**config.mk**
```make
export PLATFORM = sky130hd
export DESIGN_NAME = alu_operand_stage
export DESIGN_NICKNAME = d
export VERILOG_FILES = /design/src/rtl/alu_operand_pkg.sv /design/src/rtl/operand_skid_buf.sv /design/src/rtl/alu_operand_stage.sv
export SDC_FILE = /design/constraint.sdc
export NUM_CORES = 1
export LEC_CHECK = 0
export ABC_AREA = 1
export CORE_UTILIZATION = 43
export DETAILED_ROUTE_END_ITERATION = 10
export PLACE_DENSITY = 0.81
export SYNTH_ARGS = -nofsm -noshare
export SYNTH_HDL_FRONTEND = slang
export SYNTH_HIERARCHICAL = 1
export SYNTH_SLANG_ARGS = --single-unit
export TNS_END_PERCENT = 1
```
**constraint.sdc**
```tcl
create_clock -name clk -period 1.1 [get_ports clk]
set_input_delay 0.22 -clock clk [delete_from_list [all_inputs] [get_ports clk]]
set_output_delay 0.22 -clock clk [all_outputs]
set_load 0.01 [all_outputs]
```
**src/rtl/alu_operand_pkg.sv**
```systemverilog
// Shared definitions for the ALU operand stage: immediate conditioning
// modes and the helper that derives the select width.
package alu_operand_pkg;

  typedef enum logic [1:0] {
    MODE_SEXT     = 2'b00,
    MODE_ZEXT     = 2'b01,
    MODE_SEXT_SL2 = 2'b10,
    MODE_LUI      = 2'b11
  } imm_mode_e;

  // Number of words the output buffer can hold.
  localparam int BUF_DEPTH = 2;

  // Select width: one code per word source, one for the immediate,
  // one for the constant.
  function automatic int sel_w_f(input int num_src);
    return $clog2(num_src + 2);
  endfunction

endpackage

```
**src/rtl/operand_skid_buf.sv**
```systemverilog
// Two-entry valid/ready buffer. The head entry drives the outputs
// directly from flops; ready is a registered copy of "not full", so
// there is no combinational path from the consumer's ready back to the
// producer.
module operand_skid_buf
  import alu_operand_pkg::*;
#(
  parameter int DW = 35
) (
  input  logic          clk,
  input  logic          reset,
  input  logic          in_valid_i,
  output logic          in_ready_o,
  input  logic [DW-1:0] in_data_i,
  output logic          out_valid_o,
  input  logic          out_ready_i,
  output logic [DW-1:0] out_data_o
);

  localparam logic [1:0] CNT_FULL = 2'(BUF_DEPTH);

  logic [DW-1:0] head_q, head_d;
  logic [DW-1:0] tail_q, tail_d;
  logic [1:0]    count_q, count_d;
  logic          ready_q, ready_d;
  logic          push_s;
  logic          pop_s;

  assign push_s      = in_valid_i && ready_q;
  assign pop_s       = (count_q != 2'd0) && out_ready_i;
  assign in_ready_o  = ready_q;
  assign out_valid_o = (count_q != 2'd0);
  assign out_data_o  = head_q;

  // Next-state for the two entries and the occupancy count.
  always_comb begin
    head_d  = head_q;
    tail_d  = tail_q;
    count_d = count_q;
    case ({push_s, pop_s})
      2'b10: begin
        if (count_q == 2'd0) begin
          head_d  = in_data_i;
          count_d = 2'd1;
        end else begin
          tail_d  = in_data_i;
          count_d = CNT_FULL;
        end
      end
      2'b01: begin
        if (count_q == CNT_FULL) begin
          head_d  = tail_q;
          count_d = 2'd1;
        end else begin
          // Head keeps its value so the output holds the last word.
          count_d = 2'd0;
        end
      end
      2'b11: begin
        // Push needs count<2, pop needs count>0: only count==1 lands here,
        // and the departing head is replaced by the arriving word.
        head_d  = in_data_i;
        count_d = 2'd1;
      end
      default: begin
        count_d = count_q;
      end
    endcase
    ready_d = (count_d != CNT_FULL);
  end

  // Buffer state; ready is held low while reset is asserted.
  always_ff @(posedge clk or negedge reset) begin
    if (!reset) begin
      head_q  <= '0;
      tail_q  <= '0;
      count_q <= 2'd0;
      ready_q <= 1'b0;
    end else begin
      head_q  <= head_d;
      tail_q  <= tail_d;
      count_q <= count_d;
      ready_q <= ready_d;
    end
  end

endmodule

```
**src/rtl/alu_operand_stage.sv**
```systemverilog
// Registered operand selector for the ALU B input: chooses a register
// word, a conditioned immediate or a constant, and hands the result plus
// the select code through a two-entry valid/ready buffer.
module alu_operand_stage
  import alu_operand_pkg::*;
#(
  parameter int WIDTH     = 32,
  parameter int NUM_SRC   = 3,
  parameter int IMM_W     = 16,
  parameter int CONST_VAL = 4,
  parameter int SEL_W     = sel_w_f(NUM_SRC)
) (
  input  logic                     clk,
  input  logic                     reset,
  input  logic                     in_valid,
  output logic                     in_ready,
  input  logic [SEL_W-1:0]         sel,
  input  logic [1:0]               mode,
  input  logic [NUM_SRC*WIDTH-1:0] src_flat,
  input  logic [IMM_W-1:0]         imm,
  output logic                     out_valid,
  input  logic                     out_ready,
  output logic [WIDTH-1:0]         out_data,
  output logic [SEL_W-1:0]         out_tag,
  output logic                     err_sel,
  input  logic                     clr_err
);

  localparam int               DW         = WIDTH + SEL_W;
  localparam logic [SEL_W-1:0] SEL_IMM    = SEL_W'(NUM_SRC);
  localparam logic [SEL_W-1:0] SEL_CONST  = SEL_W'(NUM_SRC + 1);
  localparam logic [WIDTH-1:0] CONST_WORD = WIDTH'(CONST_VAL);

  logic [WIDTH-1:0] imm_sext_s;
  logic [WIDTH-1:0] imm_zext_s;
  logic [WIDTH-1:0] imm_cond_s;
  logic [WIDTH-1:0] src_word_s;
  logic [WIDTH-1:0] sel_data_s;
  logic             sel_bad_s;
  logic             push_s;
  logic [DW-1:0]    buf_out_s;
  logic             err_q, err_d;

  assign imm_sext_s = {{(WIDTH - IMM_W){imm[IMM_W-1]}}, imm};
  assign imm_zext_s = {{(WIDTH - IMM_W){1'b0}}, imm};

  // Immediate conditioning according to mode.
  always_comb begin
    imm_cond_s = imm_zext_s;
    case (imm_mode_e'(mode))
      MODE_SEXT:     imm_cond_s = imm_sext_s;
      MODE_ZEXT:     imm_cond_s = imm_zext_s;
      MODE_SEXT_SL2: imm_cond_s = imm_sext_s << 2;
      MODE_LUI:      imm_cond_s = imm_zext_s << 16;
      default:       imm_cond_s = imm_zext_s;
    endcase
  end

  // Register-word mux over the flattened source bus.
  always_comb begin
    src_word_s = '0;
    for (int i = 0; i < NUM_SRC; i++) begin
      src_word_s = (sel == SEL_W'(i)) ? src_flat[i*WIDTH +: WIDTH] : src_word_s;
    end
  end

  // Final operand select; codes past the constant yield zero and flag an error.
  always_comb begin
    sel_data_s = '0;
    sel_bad_s  = 1'b0;
    if (sel < SEL_IMM) begin
      sel_data_s = src_word_s;
    end else if (sel == SEL_IMM) begin
      sel_data_s = imm_cond_s;
    end else if (sel == SEL_CONST) begin
      sel_data_s = CONST_WORD;
    end else begin
      sel_data_s = '0;
      sel_bad_s  = 1'b1;
    end
  end

  assign push_s = in_valid && in_ready;

  // Sticky error: setting wins over a simultaneous clear.
  always_comb begin
    if (push_s && sel_bad_s) begin
      err_d = 1'b1;
    end else if (clr_err) begin
      err_d = 1'b0;
    end else begin
      err_d = err_q;
    end
  end

  // Error flag storage.
  always_ff @(posedge clk or negedge reset) begin
    if (!reset) begin
      err_q <= 1'b0;
    end else begin
      err_q <= err_d;
    end
  end

  assign err_sel = err_q;

  operand_skid_buf #(
    .DW (DW)
  ) u_buf (
    .clk         (clk),
    .reset       (reset),
    .in_valid_i  (in_valid),
    .in_ready_o  (in_ready),
    .in_data_i   ({sel, sel_data_s}),
    .out_valid_o (out_valid),
    .out_ready_i (out_ready),
    .out_data_o  (buf_out_s)
  );

  assign out_tag  = buf_out_s[DW-1:WIDTH];
  assign out_data = buf_out_s[WIDTH-1:0];

endmodule

```
; Yosys cells after proc, flatten, opt, wreduce, memory -nomap -nowiden
; Index checks and enable logic that the tools add are counted.
[word_totals]
output_inout_bits = 38
inputBits = 122
reg_bits = 74
word_cells = 50
[classes]
n_bitwise = 1
magnitude_cmp = 1
n_mux = 18
reduce_logical = 11
n_eq_ne = 14
[op_table]
columns = op, count
row1 = 32-bit two-way mux, 5
row2 = 32-bit one-hot mux with 4 select lines, 1
row3 = 35-bit one-hot mux with 3 select lines, 1
row4 = 35-bit two-way mux, 2
row5 = "2-bit == test, second input constant", 5
row6 = "3-bit by 2-bit == test with 1-bit output, second input constant", 2
row7 = 1-bit two-way mux, 6
row8 = 2-bit one-hot mux with 3 select lines, 1
row9 = "2-bit by 1-bit == test with 1-bit output, second input constant", 2
row10 = 2-bit logical NOT, 2
row11 = "2-bit by 1-bit inequality test with 1-bit output, second input constant", 2
row12 = 2-bit nonzero test, 2
row13 = "3-bit by 1-bit == test with 1-bit output, second input constant", 1
row14 = "3-bit == test, second input constant", 1
row15 = 1-bit logical AND, 3
row16 = 3-bit logical NOT, 1
row17 = "3-bit by 2-bit < comparator with 1-bit output, second input constant", 1
row18 = 3-bit two-way mux, 1
row19 = 3-bit AND reduction, 1
row20 = 3-bit nonzero test, 1
row21 = 2-bit two-way mux, 1
row22 = "2-bit inequality test, second input constant", 1
row23 = 2-bit AND reduction, 1
row24 = 1-bit inverter, 1

; Longest topological paths before layout
[depth]
ltp_word = 7
ltp_mapped = 12
ltp_nobuf = 10

; Hierarchy
; The synthesis kept the hierarchy.
[by_module_without_submodules]
columns = mod, n_inst, cells_each, seq_area_each_um2, area_each_um2
row1 = operand_skid_buf, 1, 434, 1826.8, 3657.3
row2 = alu_operand_stage, 1, 323, 25.0, 1470.2

; Worst setup path after synthesis
; Ideal clock, no wire load.
[synth_timing]
kind = input-to-reg
from = in sel[0]
to = reg u_buf.head_q[14] (netlist: u_buf/out_data_o[14])
cell_stages = 10
required_ns = 1.035
path_buffers = 2
arrival_ns = 1.199
setup_ns = 0.065
path_slack_ns = -0.164
cell_sequence = buf_4 -> nand3b_2 -> buf_2 -> nor2_1 -> nor2_1 -> nand2_1 -> inv_1 -> nand2_1 -> nand3_1 -> nand2_1
[synth_between]
elab_chain_cells = 7
word_cells_on_any_way = 12
cone_classes = order compare: 1 / eq/ne: 3 / mux: 7 / reduce/logical: 1
[synth_rtl]
columns = item, line
row1 = from (decl), alu_operand_stage.sv:17  ; input logic [SEL_W-1:0] sel,
row2 = 3-bit logical NOT, alu_operand_stage.sv:63  ; src_word_s = (sel == SEL_W'(i)) ? src_flat[i*WIDTH +: WIDTH] : src_word_s;
row3 = 32-bit two-way mux (3 in a row), alu_operand_stage.sv:63
row4 = 32-bit two-way mux (*), alu_operand_stage.sv:71  ; if (sel < SEL_IMM) begin
row5 = via sel_data_s[14], alu_operand_stage.sv:38  ; logic [WIDTH-1:0] sel_data_s;
row6 = 35-bit two-way mux, operand_skid_buf.sv:42  ; if (count_q == 2'd0) begin
row7 = 35-bit one-hot mux with 3 select lines (*), operand_skid_buf.sv:40  ; case ({push_s, pop_s})
row8 = to (signal assigned), operand_skid_buf.sv:75  ; head_q <= '0;
row9 = to (signal assigned), operand_skid_buf.sv:80  ; head_q <= head_d;
row10 = to (decl), operand_skid_buf.sv:22  ; logic [DW-1:0] head_q, head_d;
; Mark *: on every way through the listed nets, which the timed path passes. The rest lies on a longest branch. The select of a mux whose other input is x is not followed.
; A chain may end at the register's enable or synchronous reset.

; Worst setup path after layout
[layout_timing]
from = reg u_buf.ready_q (netlist: u_buf/in_ready_o)
to = reg u_buf.head_q[22] (netlist: u_buf/out_data_o[22])
[layout_between]
elab_chain_cells = 4
word_cells_on_any_way = 9
cone_classes = eq/ne: 5 / mux: 1 / reduce/logical: 3
[layout_rtl]
columns = item, line
row1 = from (decl), operand_skid_buf.sv:25  ; logic ready_q, ready_d;
row2 = from (signal assigned), operand_skid_buf.sv:83  ; ready_q <= ready_d;
row3 = 1-bit logical AND (*), operand_skid_buf.sv:29  ; assign push_s = in_valid_i && ready_q;
row4 = 2-bit by 1-bit == test with 1-bit output or 2-bit == test (tied branches), operand_skid_buf.sv:40
row5 = 2-bit by 1-bit inequality test with 1-bit output (no source line) or 3-bit nonzero test (tied branches), -
row6 = 3-bit AND reduction (no source line), -
; Every way passes the cells marked *; elsewhere a longest branch is shown, timed or not.

==> metrics.md <==
| Metric | Value |
|---|---|
| Leak | 3.95 nW |
| Post-DP HPWL | 12300 µm |
| Crit path kind | reg2reg |
| Mean number of vias per cell | 5.48 |
| Clk sinks | 74 |
| Critical-path cell list | nand2_2 -> nand3_4 -> clkbuf_16 -> nand2_1 -> nand3_1 -> nand2_1 |
| Simple-gate share of the synthesized area | 0.410 |
| Overflow after GRT | 0 |
| Die Area | 0.0124 mm² |
| Iter 0 DRT Violations | 684 |
| CP Max Fanout | 7 |
| Maxcap violations | 0 |
| Critical Path Source Type | register |
| Adder-Cell Fraction of Synth Area | 0 |
| Root buf cell | clkbuf_16 |
| GPL Wtd Cong | 0.999 |
| Post-DRT Antenna Nets | 0 |
| CP max stage cell | dfrtp_2 |
| Peak supply drop | 0.000817 V |
| Maximum clock rate | 755 MHz |
| Critical Path AT | 1600 ps |
| Worst Hold Class | in2async |
| Delay-heaviest family, CP | simple AND/OR/NAND/NOR gates |
| # diodes | 0 |
| Most frequent cell after synthesis | nand2_1 |
| Drt pass-1 iters | 8 |
| Mux cell area share after synthesis | 0 |
| CTS buffer count | 9 |
| Worst Clk Skew | 4.39 ps |
| CTS tree | done |
| Failing checks | design-rule violations, negative setup slack |
| Final min period | 1320 ps |
| Ys async rst share | 1.00 |
| RSZ-0062 raised after global routing | true |
| Share of Yosys cell area claimed by the top area cell type | 0.361 |
| Clk_lat worst skew | 330 ps |
| Global-route usage over all layers | 0.287 |
| CTS clock-pin slew for the worst setup and hold paths | 60 ps |
| Initial antenna violation count | 0 |
| Synth warn | 6 |
| Met2 WL post-DR | 8600 µm |
| Net count after synthesis | 879 |
| Share of layout cells above drive strength 1 | 0.213 |
| Slew margin rel. | 0.790 |
| Sequential share of the synthesized area | 0.361 |
| H-tree depth | 3 |
| Syn_area_per_cell | 6.77 µm² |
| Port Buffers | 159 |
| # DRC | 16 |
| Metal-1 WL | 7450 µm |
| Status | finished with violations |
| First-pass GRT wire length | 28100 µm |
| Register bit total from synthesis | 74 |
| Nets | 1072 |
| # IOs | 160 |
| Post-route total power | 11.9 mW |
| Worst slew pin tran | 315 ps |
| Commonest cells in the netlist | nand2_1 (230), nand3_1 (137), inv_1 (106) |
| Buf+Inv Stages, Crit Path | 1 |
| Area grow syn2layout | 49.5% |
| Row Count | 39 |
| Final hold vios | 0 |
| Final Max Tran Viols | 0 |
| Required time of the worst setup path | 1380 ps |
| CP peak stage delay | 440 ps |
| Largest family of logic cells by synthesized area | simple AND/OR/NAND/NOR gates |
| PwrDens | 1550 mW/mm² |
| Clock buffer depth | 2 |
| Post-synth EDFFs | 0 |
| Die Width | 111 µm |
| Wire length on met3 | 1730 µm |
| Setup Viol. Count Final | 82 |
| Core Footprint | 0.0115 mm² |
| Highest routed layer | met4 |
| CP Capture Type | register |
| Via count | 6013 |
| XOR/XNOR share of the synthesized area | 0 |
| Final core utilization | 0.666 |
| Vias in the first global route | 5528 |
| Most used cell, CP | nand2_1 |
| Routed WL | 18300 µm |
| Synth cell types | 26 |
| Initial core utilization | 0.445 |
| Ys flop type | dfrtp_1 |
| WL/cell | 16.7 µm |
| Compound-gate portion of the synthesized area | 0.0688 |
| Largest net degree at the start of global routing | 26 |
| DIE HEIGHT | 111 µm |
| Post-synth top area cell | dfrtp_1 |
| Worst setup margin | -224 ps |
| Synth Cell Area | 0.00513 mm² |
| Ranking of synthesized cells by area | dfrtp_1 (36%), nand2_1 (17%), nand3_1 (13%), inv_1 (7.8%), nand4_1 (6.2%) |
| Period utilization | 1.20 |
| Mapped Cells | 757 |
==> metal layers <==
metal	track usage	up-vias
li1	-	2832
met1	0.400	2745
met2	0.444	379
met3	0.0437	57
met4	0.118	0
met5	0	-
==> power by group <==
group          switching (mW)  leakage [nW]  total (mW)  internal [mW]
Combinational            2.74          2.86        4.98           2.24
Sequential              0.600         0.957        4.25           3.65
Clock                    1.09         0.133        2.67           1.58
==> cell families after synthesis <==
family / after synthesis
AOI/OAI and AO/OA: 52
buffers and inverters: 165
DFF: 74
and+or+nand+nor: 466
==> state kept, by name (all words and copies together), names as in the netlist <==
register / count
u_buf/in_ready_o: 1
u_buf/tail_q: 35
u_buf/out_data_o: 35
err_sel: 1
u_buf/count_q: 2
==> metrics by stage <==
stage / setup TNS [ps] / setup slack (ps) / area (µm²) / hold WS [ps] / instances
floorplan: -941 / -33.1 / 5190 / -75.6 / 757
global placement: -52590 / -846 / 7110 / 119 / 1066
detailed placement: -53090 / -844 / 7110 / 120 / 1066
CTS: -11250 / -176 / 7450 / 309 / 1094
global route: -17800 / -289 / 7660 / 328 / 1098
finish: -12110 / -224 / 7660 / 306 / 1098
==> cells in the final DEF, fill, tap and decap left out, types with 10 or more instances in the layout <==
cell type	instances
o22ai_1	10
o21ai_2	22
nand3_1	132
clkdlybuf4s50_1	114
nor2_1	35
nand2_1	208
nand2_2	22
buf_2	37
dfrtp_1	73
inv_1	102
o21ai_1	13
buf_4	41
nand4_1	51
buf_12	14
buf_6	17
clkbuf_16	12
==> worst reg2reg max path, stage by stage, from the launching register on <==
cell	delay [ps]
dfrtp_2	440
nand2_2	160
nand3_4	210
clkbuf_16	240
nand2_1	70
nand3_1	80
nand2_1	70
==> timing repair <==
action,4_1_cts,5_1_grt
gates resized for setup,196,37
hold buffers,1,0
buffers inserted,5,0
endpoints found under the hold margin,5,0
cloned,6,4
endpoints found under the setup margin,111,90
pin swaps,3,5
==> path summary, 6_finish.rpt <==
path	to	depth (start not counted)	slack (ps)	from
max in group asynchronous	u_buf/out_data_o[16]	3	330	reset
hold reg to reg	u_buf/out_data_o[19]	2	470	u_buf/out_data_o[19]
setup / recovery	u_buf/out_data_o[22]	6	-220	u_buf/in_ready_o
setup reg to reg	u_buf/out_data_o[22]	6	-220	u_buf/in_ready_o
min in group clk	u_buf/tail_q[33]	4	420	sel[1]
hold / removal	u_buf/tail_q[34]	2	310	reset
==> final cells by class <==
cell class              instances  area, µm²
multi-input cells             518       2610
repair buffers                236       2330
clock inverters                 3       15.0
well taps                     143        179
fillers                       942       3850
repair inverters                1       8.76
clock buffers                  13        250
flip-flops and latches         74       1850
inverters                     110        423
No activity file was read; power rests on OpenSTA's default activity.
